$ cat src/rtl/hazard_ctrl_pkg.sv
// Shared encodings, stage-shadow types and helpers for the pipeline hazard scheduler.
package hazard_ctrl_pkg;

    localparam logic [1:0] RESULT_LOAD = 2'b01;

    localparam logic [1:0] FWD_RF = 2'b00;
    localparam logic [1:0] FWD_W  = 2'b01;
    localparam logic [1:0] FWD_M  = 2'b10;

    typedef enum logic {RUN, MEM_WAIT} state_e;

    typedef struct packed {
        logic [4:0] rs1;
        logic [4:0] rs2;
        logic [4:0] rd;
        logic       reg_write;
        logic       load;
        logic       mem;
    } stage_e_t;

    typedef struct packed {
        logic [4:0] rd;
        logic       reg_write;
        logic       mem;
    } stage_m_t;

    typedef struct packed {
        logic [4:0] rd;
        logic       reg_write;
    } stage_w_t;

    // x0 is never a real producer, so it can't create a dependency.
    function automatic logic src_hit(input logic [4:0] rd, input logic wr, input logic [4:0] rs);
        return wr && (rd != 5'd0) && (rd == rs);
    endfunction

endpackage

$ cat src/rtl/hazard_ctrl_if.sv
// Pipeline-side view of the hazard scheduler: decode/execute inputs and stall/flush/forward outputs.
interface hazard_ctrl_if;

    logic [4:0] Rs1D;
    logic [4:0] Rs2D;
    logic [4:0] RdD;
    logic       RegWriteD;
    logic       MemWriteD;
    logic [1:0] ResultSrcD;
    logic       PCSrcE;
    logic       dmem_ready;

    logic       StallF;
    logic       StallD;
    logic       StallE;
    logic       FlushD;
    logic       FlushE;
    logic       FlushW;
    logic [1:0] ForwardAE;
    logic [1:0] ForwardBE;
    logic       mem_err;

    modport master (
        output Rs1D, Rs2D, RdD, RegWriteD, MemWriteD, ResultSrcD, PCSrcE, dmem_ready,
        input  StallF, StallD, StallE, FlushD, FlushE, FlushW, ForwardAE, ForwardBE, mem_err
    );

    modport slave (
        input  Rs1D, Rs2D, RdD, RegWriteD, MemWriteD, ResultSrcD, PCSrcE, dmem_ready,
        output StallF, StallD, StallE, FlushD, FlushE, FlushW, ForwardAE, ForwardBE, mem_err
    );

endinterface

$ cat src/rtl/hazard_ctrl_fwd_sel.sv
// ALU operand forwarding select for one source register; the M stage wins over W.
module hazard_ctrl_fwd_sel
    import hazard_ctrl_pkg::*;
(
    input  logic [4:0] i_rs,
    input  logic [4:0] i_rd_m,
    input  logic       i_reg_write_m,
    input  logic [4:0] i_rd_w,
    input  logic       i_reg_write_w,
    output logic [1:0] o_fwd
);

    always_comb begin
        if (src_hit(i_rd_m, i_reg_write_m, i_rs)) begin
            o_fwd = FWD_M;
        end else if (src_hit(i_rd_w, i_reg_write_w, i_rs)) begin
            o_fwd = FWD_W;
        end else begin
            o_fwd = FWD_RF;
        end
    end

endmodule

$ cat src/rtl/hazard_ctrl.sv
// Hazard/stall scheduler for the 5-stage RV32 core: shadow E/M/W control, load-use,
// branch redirect, forwarding and a data-memory wait handshake with timeout.
module hazard_ctrl
    import hazard_ctrl_pkg::*;
#(
    parameter int unsigned MEM_TIMEOUT = 16,
    parameter int unsigned CNT_W       = 5
) (
    input logic           clk,
    input logic           rst,
    hazard_ctrl_if.slave  hz
);

    stage_e_t         r_e;
    stage_m_t         r_m;
    stage_w_t         r_w;
    state_e           r_state;
    logic [CNT_W-1:0] r_cnt;
    logic             r_mem_err;

    stage_e_t   w_d;
    logic       w_load_d;
    logic       w_tmo;
    logic       w_mw;
    logic       w_lu;
    logic       w_stall_e;
    logic       w_flush_e;
    logic       w_flush_w;
    logic [1:0] w_fwd_a;
    logic [1:0] w_fwd_b;

    assign w_load_d = (hz.ResultSrcD == RESULT_LOAD);
    assign w_d      = '{rs1:       hz.Rs1D,
                        rs2:       hz.Rs2D,
                        rd:        hz.RdD,
                        reg_write: hz.RegWriteD,
                        load:      w_load_d,
                        mem:       w_load_d | hz.MemWriteD};

    assign w_tmo = (r_state == MEM_WAIT) && (r_cnt == CNT_W'(MEM_TIMEOUT - 1));
    assign w_mw  = r_m.mem && !hz.dmem_ready && !w_tmo;
    assign w_lu  = r_e.load && (src_hit(r_e.rd, r_e.reg_write, hz.Rs1D) ||
                                src_hit(r_e.rd, r_e.reg_write, hz.Rs2D));

    hazard_ctrl_fwd_sel u_fwd_a (
        .i_rs          (r_e.rs1),
        .i_rd_m        (r_m.rd),
        .i_reg_write_m (r_m.reg_write),
        .i_rd_w        (r_w.rd),
        .i_reg_write_w (r_w.reg_write),
        .o_fwd         (w_fwd_a)
    );

    hazard_ctrl_fwd_sel u_fwd_b (
        .i_rs          (r_e.rs2),
        .i_rd_m        (r_m.rd),
        .i_reg_write_m (r_m.reg_write),
        .i_rd_w        (r_w.rd),
        .i_reg_write_w (r_w.reg_write),
        .o_fwd         (w_fwd_b)
    );

    // A pending redirect waits out a memory stall; it's re-presented by E after release.
    always_comb begin
        hz.StallF    = 1'b0;
        hz.StallD    = 1'b0;
        hz.StallE    = 1'b0;
        hz.FlushD    = 1'b0;
        hz.FlushE    = 1'b0;
        hz.FlushW    = 1'b0;
        hz.ForwardAE = FWD_RF;
        hz.ForwardBE = FWD_RF;
        if (rst) begin
            hz.FlushD = 1'b1;
            hz.FlushE = 1'b1;
        end else begin
            hz.FlushW    = w_tmo;
            hz.ForwardAE = w_fwd_a;
            hz.ForwardBE = w_fwd_b;
            if (w_mw) begin
                hz.StallF = 1'b1;
                hz.StallD = 1'b1;
                hz.StallE = 1'b1;
            end else if (hz.PCSrcE) begin
                hz.FlushD = 1'b1;
                hz.FlushE = 1'b1;
            end else if (w_lu) begin
                hz.StallF = 1'b1;
                hz.StallD = 1'b1;
                hz.FlushE = 1'b1;
            end
        end
    end

    assign hz.mem_err = r_mem_err;
    assign w_stall_e  = hz.StallE;
    assign w_flush_e  = hz.FlushE;
    assign w_flush_w  = hz.FlushW;

    always_ff @(posedge clk or posedge rst) begin
        if (rst) begin
            r_e <= '0;
            r_m <= '0;
            r_w <= '0;
        end else begin
            if (!w_stall_e) begin
                r_e <= w_flush_e ? '0 : w_d;
                r_m <= '{rd: r_e.rd, reg_write: r_e.reg_write, mem: r_e.mem};
            end
            if (w_stall_e || w_flush_w) begin
                r_w <= '0;
            end else begin
                r_w <= '{rd: r_m.rd, reg_write: r_m.reg_write};
            end
        end
    end

    always_ff @(posedge clk or posedge rst) begin
        if (rst) begin
            r_state   <= RUN;
            r_cnt     <= '0;
            r_mem_err <= 1'b0;
        end else begin
            case (r_state)
                RUN: begin
                    if (w_mw) begin
                        r_state <= MEM_WAIT;
                        r_cnt   <= CNT_W'(1);
                    end
                end
                MEM_WAIT: begin
                    if (!r_m.mem || hz.dmem_ready) begin
                        r_state <= RUN;
                        r_cnt   <= '0;
                    end else if (w_tmo) begin
                        r_state   <= RUN;
                        r_cnt     <= '0;
                        r_mem_err <= 1'b1;
                    end else begin
                        r_cnt <= r_cnt + CNT_W'(1);
                    end
                end
                default: begin
                    r_state <= RUN;
                    r_cnt   <= '0;
                end
            endcase
        end
    end

endmodule

$ cat src/flat_wrapper.sv
// flat-port wrapper written by rule: the top's interface ports become plain ports
module hazard_ctrl_flat import hazard_ctrl_pkg::*;
#(
    parameter int unsigned MEM_TIMEOUT = 16,
    parameter int unsigned CNT_W       = 5
)
  (clk, rst, hz_Rs1D, hz_Rs2D, hz_RdD, hz_RegWriteD, hz_MemWriteD, hz_ResultSrcD, hz_PCSrcE, hz_dmem_ready, hz_StallF, hz_StallD, hz_StallE, hz_FlushD, hz_FlushE, hz_FlushW, hz_ForwardAE, hz_ForwardBE, hz_mem_err);
  hazard_ctrl_if hz_i ();
  input logic clk;
  input logic rst;
  input wire logic [$bits(hz_i.Rs1D)-1:0] hz_Rs1D;
  input wire logic [$bits(hz_i.Rs2D)-1:0] hz_Rs2D;
  input wire logic [$bits(hz_i.RdD)-1:0] hz_RdD;
  input wire logic [$bits(hz_i.RegWriteD)-1:0] hz_RegWriteD;
  input wire logic [$bits(hz_i.MemWriteD)-1:0] hz_MemWriteD;
  input wire logic [$bits(hz_i.ResultSrcD)-1:0] hz_ResultSrcD;
  input wire logic [$bits(hz_i.PCSrcE)-1:0] hz_PCSrcE;
  input wire logic [$bits(hz_i.dmem_ready)-1:0] hz_dmem_ready;
  output wire logic [$bits(hz_i.StallF)-1:0] hz_StallF;
  output wire logic [$bits(hz_i.StallD)-1:0] hz_StallD;
  output wire logic [$bits(hz_i.StallE)-1:0] hz_StallE;
  output wire logic [$bits(hz_i.FlushD)-1:0] hz_FlushD;
  output wire logic [$bits(hz_i.FlushE)-1:0] hz_FlushE;
  output wire logic [$bits(hz_i.FlushW)-1:0] hz_FlushW;
  output wire logic [$bits(hz_i.ForwardAE)-1:0] hz_ForwardAE;
  output wire logic [$bits(hz_i.ForwardBE)-1:0] hz_ForwardBE;
  output wire logic [$bits(hz_i.mem_err)-1:0] hz_mem_err;
  assign hz_i.Rs1D = hz_Rs1D;
  assign hz_i.Rs2D = hz_Rs2D;
  assign hz_i.RdD = hz_RdD;
  assign hz_i.RegWriteD = hz_RegWriteD;
  assign hz_i.MemWriteD = hz_MemWriteD;
  assign hz_i.ResultSrcD = hz_ResultSrcD;
  assign hz_i.PCSrcE = hz_PCSrcE;
  assign hz_i.dmem_ready = hz_dmem_ready;
  assign hz_StallF = hz_i.StallF;
  assign hz_StallD = hz_i.StallD;
  assign hz_StallE = hz_i.StallE;
  assign hz_FlushD = hz_i.FlushD;
  assign hz_FlushE = hz_i.FlushE;
  assign hz_FlushW = hz_i.FlushW;
  assign hz_ForwardAE = hz_i.ForwardAE;
  assign hz_ForwardBE = hz_i.ForwardBE;
  assign hz_mem_err = hz_i.mem_err;
  hazard_ctrl #(.MEM_TIMEOUT(MEM_TIMEOUT), .CNT_W(CNT_W)) u_core (.clk(clk), .rst(rst), .hz(hz_i));
endmodule
$ cat config.mk
export PLATFORM = sky130hd
export DESIGN_NAME = hazard_ctrl_flat
export DESIGN_NICKNAME = d
export VERILOG_FILES = /design/src/rtl/hazard_ctrl_pkg.sv /design/src/rtl/hazard_ctrl_if.sv /design/src/rtl/hazard_ctrl_fwd_sel.sv /design/src/rtl/hazard_ctrl.sv /design/src/flat_wrapper.sv
export SDC_FILE = /design/constraint.sdc
export NUM_CORES = 1
export LEC_CHECK = 0
export ABC_CLOCK_PERIOD_IN_PS = 1970
export CAP_MARGIN = 25
export CELL_PAD_IN_SITES_DETAIL_PLACEMENT = 0
export CELL_PAD_IN_SITES_GLOBAL_PLACEMENT = 1
export CORE_MARGIN = 2
export CORE_UTILIZATION = 25
export CTS_CLUSTER_DIAMETER = 80
export DETAILED_ROUTE_END_ITERATION = 6
export DONT_BUFFER_PORTS = 1
export MAX_ROUTING_LAYER = met4
export PLACE_DENSITY_LB_ADDON = 0.1
export SLEW_MARGIN = 20
export SYNTH_ARGS = -nofsm -noshare
export SYNTH_HDL_FRONTEND = slang
export SYNTH_SLANG_ARGS = --single-unit
$ cat constraint.sdc
create_clock -name clk -period 1.97 [get_ports clk]
set_input_delay 0 -clock clk [delete_from_list [all_inputs] [get_ports clk]]
set_output_delay 0 -clock clk [all_outputs]
set_load 0.03 [all_outputs]
# [Word level (Yosys, flattened, before mapping)]
# Cells that the tools add are included.
# W data, S select, Z words.
[op_classes] n_addsub=1 n_mux=28 n_reduce_logical=23 n_eq_ne=9 n_bitwise=3
[ops] operator="$eq A5 B5 Y1" count=6
[ops] operator="$mux W18" count=1
[ops] operator="$mux W1" count=17
[ops] operator="$mux W5" count=3
[ops] operator="$reduce_bool A5 Y1" count=3
[ops] operator="$logic_and A1 B1 Y1" count=13
[ops] operator="$pmux W5 S2" count=1
[ops] operator="$mux W2" count=4
[ops] operator="$mux W6" count=1
[ops] operator="$add A5 B1 Y5 const B" count=1
[ops] operator="$eq A5 B4 Y1 const B" count=1
[ops] operator="$logic_not A1 Y1" count=3
[ops] operator="$logic_or A1 B1 Y1" count=3
[ops] operator="$reduce_and A3 Y1" count=1
[ops] operator="$eq A2 B1 Y1 const B" count=1
[ops] operator="$ne A2 B1 Y1 const B" count=1
[ops] operator="$not A1 Y1" count=2
[ops] operator="$pmux W1 S2" count=1
[ops] operator="$or A1 B1 Y1" count=1
[totals] register_bits=38 output_inout_bits=11 inputBits=23 elab_cells=78

# [Longest topological paths before layout]
[depth] ltp_word=10 ltp_mapped=9 mapped_depth_nobuf=6

# [By module]
# Synthesis repeated with hierarchy kept, for this count alone.
[unflattened] cells_unflattened=213 hier_area_um2=2158.3
[modules_own_cells] module="hazard_ctrl" instances=1 area_per_inst_um2=1855.5 cells_per_inst=173 seq_area_each_um2=950.9
[modules_own_cells] module="hazard_ctrl_fwd_sel" instances=2 area_per_inst_um2=151.4 cells_per_inst=20 seq_area_each_um2=0.0

# [Worst setup path before layout]
# OpenSTA, ideal clock, no wires.
[synth_timing] path_kind="in2out" startpoint="input rst" endpoint="output hz_ForwardAE[0]" arrival_ns=2.302 path_buffers=1 path_slack_ns=-0.332 stages=5 path_cell_list="buf_6 > clkinv_1 > o211ai_1 > or4_1 > nor4_1"
[synth_via] elab_chain_len=1
[synth_rtl] item="from (decl)" line_no="flat_wrapper.sv:10" text="input logic rst;"
[synth_rtl] item="$mux W2" line_no="hazard_ctrl.sv:73" text="if (rst) begin"
[synth_rtl] item="to (decl)" line_no="flat_wrapper.sv:25" text="output wire logic [$bits(hz_i.ForwardAE)-1:0] hz_ForwardAE;"
# No other way between the ends.

# [Worst setup path after layout]
[layout_timing] startpoint="register u_core.r_w[5] (netlist name)" endpoint="output hz_ForwardAE[0]"
[layout_via] elab_chain_len=6 word_cells_on_any_way=7 classes_between="1 x eq/ne; 3 x mux; 3 x reduce/logical"
[layout_rtl] item="from (decl)" line_no="hazard_ctrl.sv:16" text="stage_w_t r_w;"
[layout_rtl] item="from (signal assigned)" line_no="hazard_ctrl.sv:113" text="r_w <= '{rd: r_m.rd, reg_write: r_m.reg_write};"
[layout_rtl] item="$reduce_bool A5 Y1" line_no="hazard_ctrl_pkg.sv:34" text="return wr && (rd != 5'd0) && (rd == rs);"
[layout_rtl] item="$logic_and A1 B1 Y1" line_no="hazard_ctrl_pkg.sv:34"
[layout_rtl] item="$logic_and A1 B1 Y1 (*)" line_no="hazard_ctrl_pkg.sv:34"
[layout_rtl] item="$mux W1 (*)" line_no="hazard_ctrl_fwd_sel.sv:16" text="end else if (src_hit(i_rd_w, i_reg_write_w, i_rs)) begin"
[layout_rtl] item="$mux W2 (*)" line_no="hazard_ctrl_fwd_sel.sv:14" text="if (src_hit(i_rd_m, i_reg_write_m, i_rs)) begin"
[layout_rtl] item="$mux W2 (*)" line_no="hazard_ctrl.sv:73"
# Every way passes the cells marked *; elsewhere a longest branch is shown, timed or not.

==> flow_metrics.tcl <==
set metrics [dict create \
    hold_viol 0 \
    worstPathArrival_ns 1.95 \
    seqPwrFrac 0.462 \
    ys.flop_type "dfrtp_1" \
    clock_sinks 38 \
    clk_pin_slew_ns 0.08 \
    vias 2062 \
    slew_headroom 0.6151 \
    dr.first_iter.drc_count 100 \
    grt_use_met2 0.2436 \
    area_growth_pct 26.71 \
    grt_max_degree 39 \
    synth_cell_type_count 39 \
    fin_crit_sh 0.9903 \
    sw_frac_of_total 0.3208 \
    io_buffers 0 \
    status "complete, no violations" \
    power_density_nw_per_um2 687.8 \
    cts-root-buf "clkbuf_8" \
    dpl.hpwl_um 5138 \
    synthCells 260 \
    ys_async_sr_fraction 1.000 \
    synth_top_family_by_area "compound AO/OA/AOI/OAI gates" \
    dp_cells 374 \
    synth_compound_area_frac 0.2297 \
    rsz0062_at_grt "true" \
    clockPowerShare 0.280 \
    routed_wl_um 7451 \
    die_area_sq_um 10140 \
    dr.pass1.iters 4 \
    syn_area_sq_um 2337 \
    path_buf_inv 2 \
    vdd_ir_drop_max_uv 230.9 \
    p_sw_mw 0.6534 \
    power_frac_comb 0.257 \
    crit_chain "buf_4 -> xor2_1 -> or4_1 -> nor4_2 -> buf_4" \
    fp.dieW_um 100.7 \
    io_pins 34 \
    slowest_stage "or4_1" \
    synth_mux_area_frac 0.004283 \
    tightest_slew_ns 0.5768 \
    synth_edf_count 0 \
    place.gp.congestion 0.7556 \
    cts_tree "yes" \
    track_usage 0.1644 \
    layout_common_cells "dfrtp_1, buf_4, o21ai_1, nand3_1" \
    internal_power_mw 1.383 \
    antenna_left 0 \
    fmax_mhz 512.6 \
    clk_latency_ns 0.29 \
    holdWs_ns 0.009522 \
    holdCritPathClass "in2reg" \
    yosysSeqAreaShare 0.4069 \
    use_met1 0.2244 \
    grt_pass1_vias 2110 \
    final_layout_size_suffix_gt1_frac 0.1812 \
    grt_overflow_total 0 \
    busiest_layer "met2" \
    worstSetupStartpointType "register" \
    start_util 0.2554 \
    met3_usage 0.02913 \
    crit_type "reg2out" \
    cts_max_level 2 \
    fin_skew_ns 0.007333 \
    finalPower_mw 2.037 \
    synth_warnings 0 \
    antenna_cells 0 \
    finish.utilization 0.3236 \
    routedWlPerCell_um 18.22 \
    synth_xor_area_frac 0.1124 \
    slowest_delay_ns 0.50 \
    grt_pass1_wl_um 12140 \
    core_area_sq_um 9153 \
    vias_per_cell 5.042 \
    slew_viol_final 0 \
    layout_commonest_cell "dfrtp_1" \
    route.detailed.drc 0 \
    stdcell_count 409 \
    worstPathRequired_ns 1.97 \
    path_max_fanout 3 \
    path_delay_family "simple AND/OR/NAND/NOR gates" \
    yosys.area_share.simple 0.1563 \
    row_count 35 \
    crit_top_cell "buf_4" \
    finalNetCount 321 \
    synth_fa_ha_area_frac 0.005353 \
    ys_ff_latch 38 \
    numCtsBuffers 5 \
    dieHeight_um 100.7 \
    period_minus_slack_ns 1.951 \
    setup_viol 0 \
    end_kind "output pin" \
    leakagePower_nw 1.213 \
    drv_cap 0 \
    clock_path_buffers 2 \
    synth_fp_nets 284 \
    avgSynthCellArea_sq_um 8.989 \
    antenna_found_initial 0 \
]
==> cells in the mapped netlist, drive strengths merged (3+ instances only) <==
| master | count | share of area |
|---|---|---|
| a211oi | 18 | 0.058 |
| a21o | 3 | 0.0096 |
| a41oi | 17 | 0.067 |
| buf | 7 | 0.027 |
| clkbuf | 14 | 0.022 |
| dfrtp | 38 | 0.41 |
| inv | 19 | 0.031 |
| nand2 | 15 | 0.024 |
| nand3 | 23 | 0.049 |
| nor2 | 9 | 0.014 |
| nor2b | 9 | 0.024 |
| nor3 | 4 | 0.0086 |
| nor4 | 4 | 0.011 |
| o21ai | 27 | 0.058 |
| or4 | 4 | 0.013 |
| xnor2 | 20 | 0.075 |
| xor2 | 10 | 0.037 |
==> timing repair <==
item | in CTS | in global routing
pin swaps | 3 | 0
gates resized for setup | 8 | 3
buffers inserted | 6 | 1
hold buffers | 20 | 0
setup endpoints to repair | 6 | 5
endpoints found under the hold margin | 55 | 0
==> path summary, 6_finish.rpt <==
| path | to | from | slack [ns] | cells after the start |
|---|---|---|---|---|
| setup / recovery | hz_ForwardAE[0] | u_core.r_w[5]$_DFF_PP0_ | 0.02 | 5 |
| hold / removal | u_core.r_e[0]$_DFFE_PP0N_ | hz_MemWriteD | 0.01 | 3 |
| setup reg to reg | u_core.r_cnt[1]$_DFFE_PP0P_ | u_core.r_cnt[0]$_DFFE_PP0P_ | 0.22 | 5 |
| hold reg to reg | u_core.r_m[0]$_DFFE_PP0N_ | u_core.r_e[0]$_DFFE_PP0N_ | 0.44 | 2 |
| max in group asynchronous | u_core.r_m[5]$_DFFE_PP0N_ | rst | 1.23 | 3 |
| min in group asynchronous | u_core.r_w[0]$_DFF_PP0_ | rst | 0.36 | 3 |
==> tightest hold or removal path, delay by kind of cell <==
| kind | cells | cell delay (ns) |
|---|---|---|
| compound gates | 3 | 0.27 |
==> area by class of cell <==
class                      instances  area, sq um
fill                             967         6191
multi-input combinational        180         1242
sequential                        38        952.2
timing repair buffer              51        445.4
tap                              111        138.9
inverter                          21        91.34
clock buffer                       7        86.33
clock inverter                     1        5.005
==> metrics by stage <==
| stage | instance area [sq um] | setup WS, ns | TNS [ns] |
|---|---|---|---|
| 2_1_floorplan | 2350 | 0.001726 | 0 |
| 3_3_place_gp | 2575 | 0.09779 | 0 |
| 3_5_place_dp | 2575 | 0.1048 | 0 |
| 4_1_cts | 2945 | 0.005097 | 0 |
| 5_1_grt | 2962 | -0.09469 | -0.1515 |
| 6_report | 2962 | 0.01921 | 0 |
==> per-layer routing <==
| layer | vias to the layer above | share of wire |
|---|---|---|
| li1 | 1002 | - |
| met1 | 994 | 0.49 |
| met2 | 56 | 0.44 |
| met3 | 10 | 0.046 |
| met4 | 0 | 0.025 |
| met5 | - | 0 |
==> logic make-up (layout without fill, tap and decap cells) <==
group / after synthesis / count (layout)
compound gates: 76 / 76
xor+xnor: 30 / 30
fa+ha+maj: 1 / 1
buf+inv: 42 / 80
flops: 38 / 38
mux: 1 / 1
simple gates: 72 / 72
==> power groups by stage <==
stage,Clock [mW],Sequential [mW],Combinational (mW)
after floorplan,0,0.937,0.331
after global placement,0,0.960,0.449
after detailed placement,0,0.960,0.446
after CTS,0.594,0.942,0.528
after global routing,0.632,0.954,0.590
final,0.571,0.941,0.524
==> sequential cells by signal, summed over array words and instances (netlist names) <==
name,cells
u_core.r_state,1
u_core.r_w,6
u_core.r_cnt,5
u_core.r_e,18
u_core.hz.mem_err,1
u_core.r_m,7
Power figures use the tool's default switching activity.
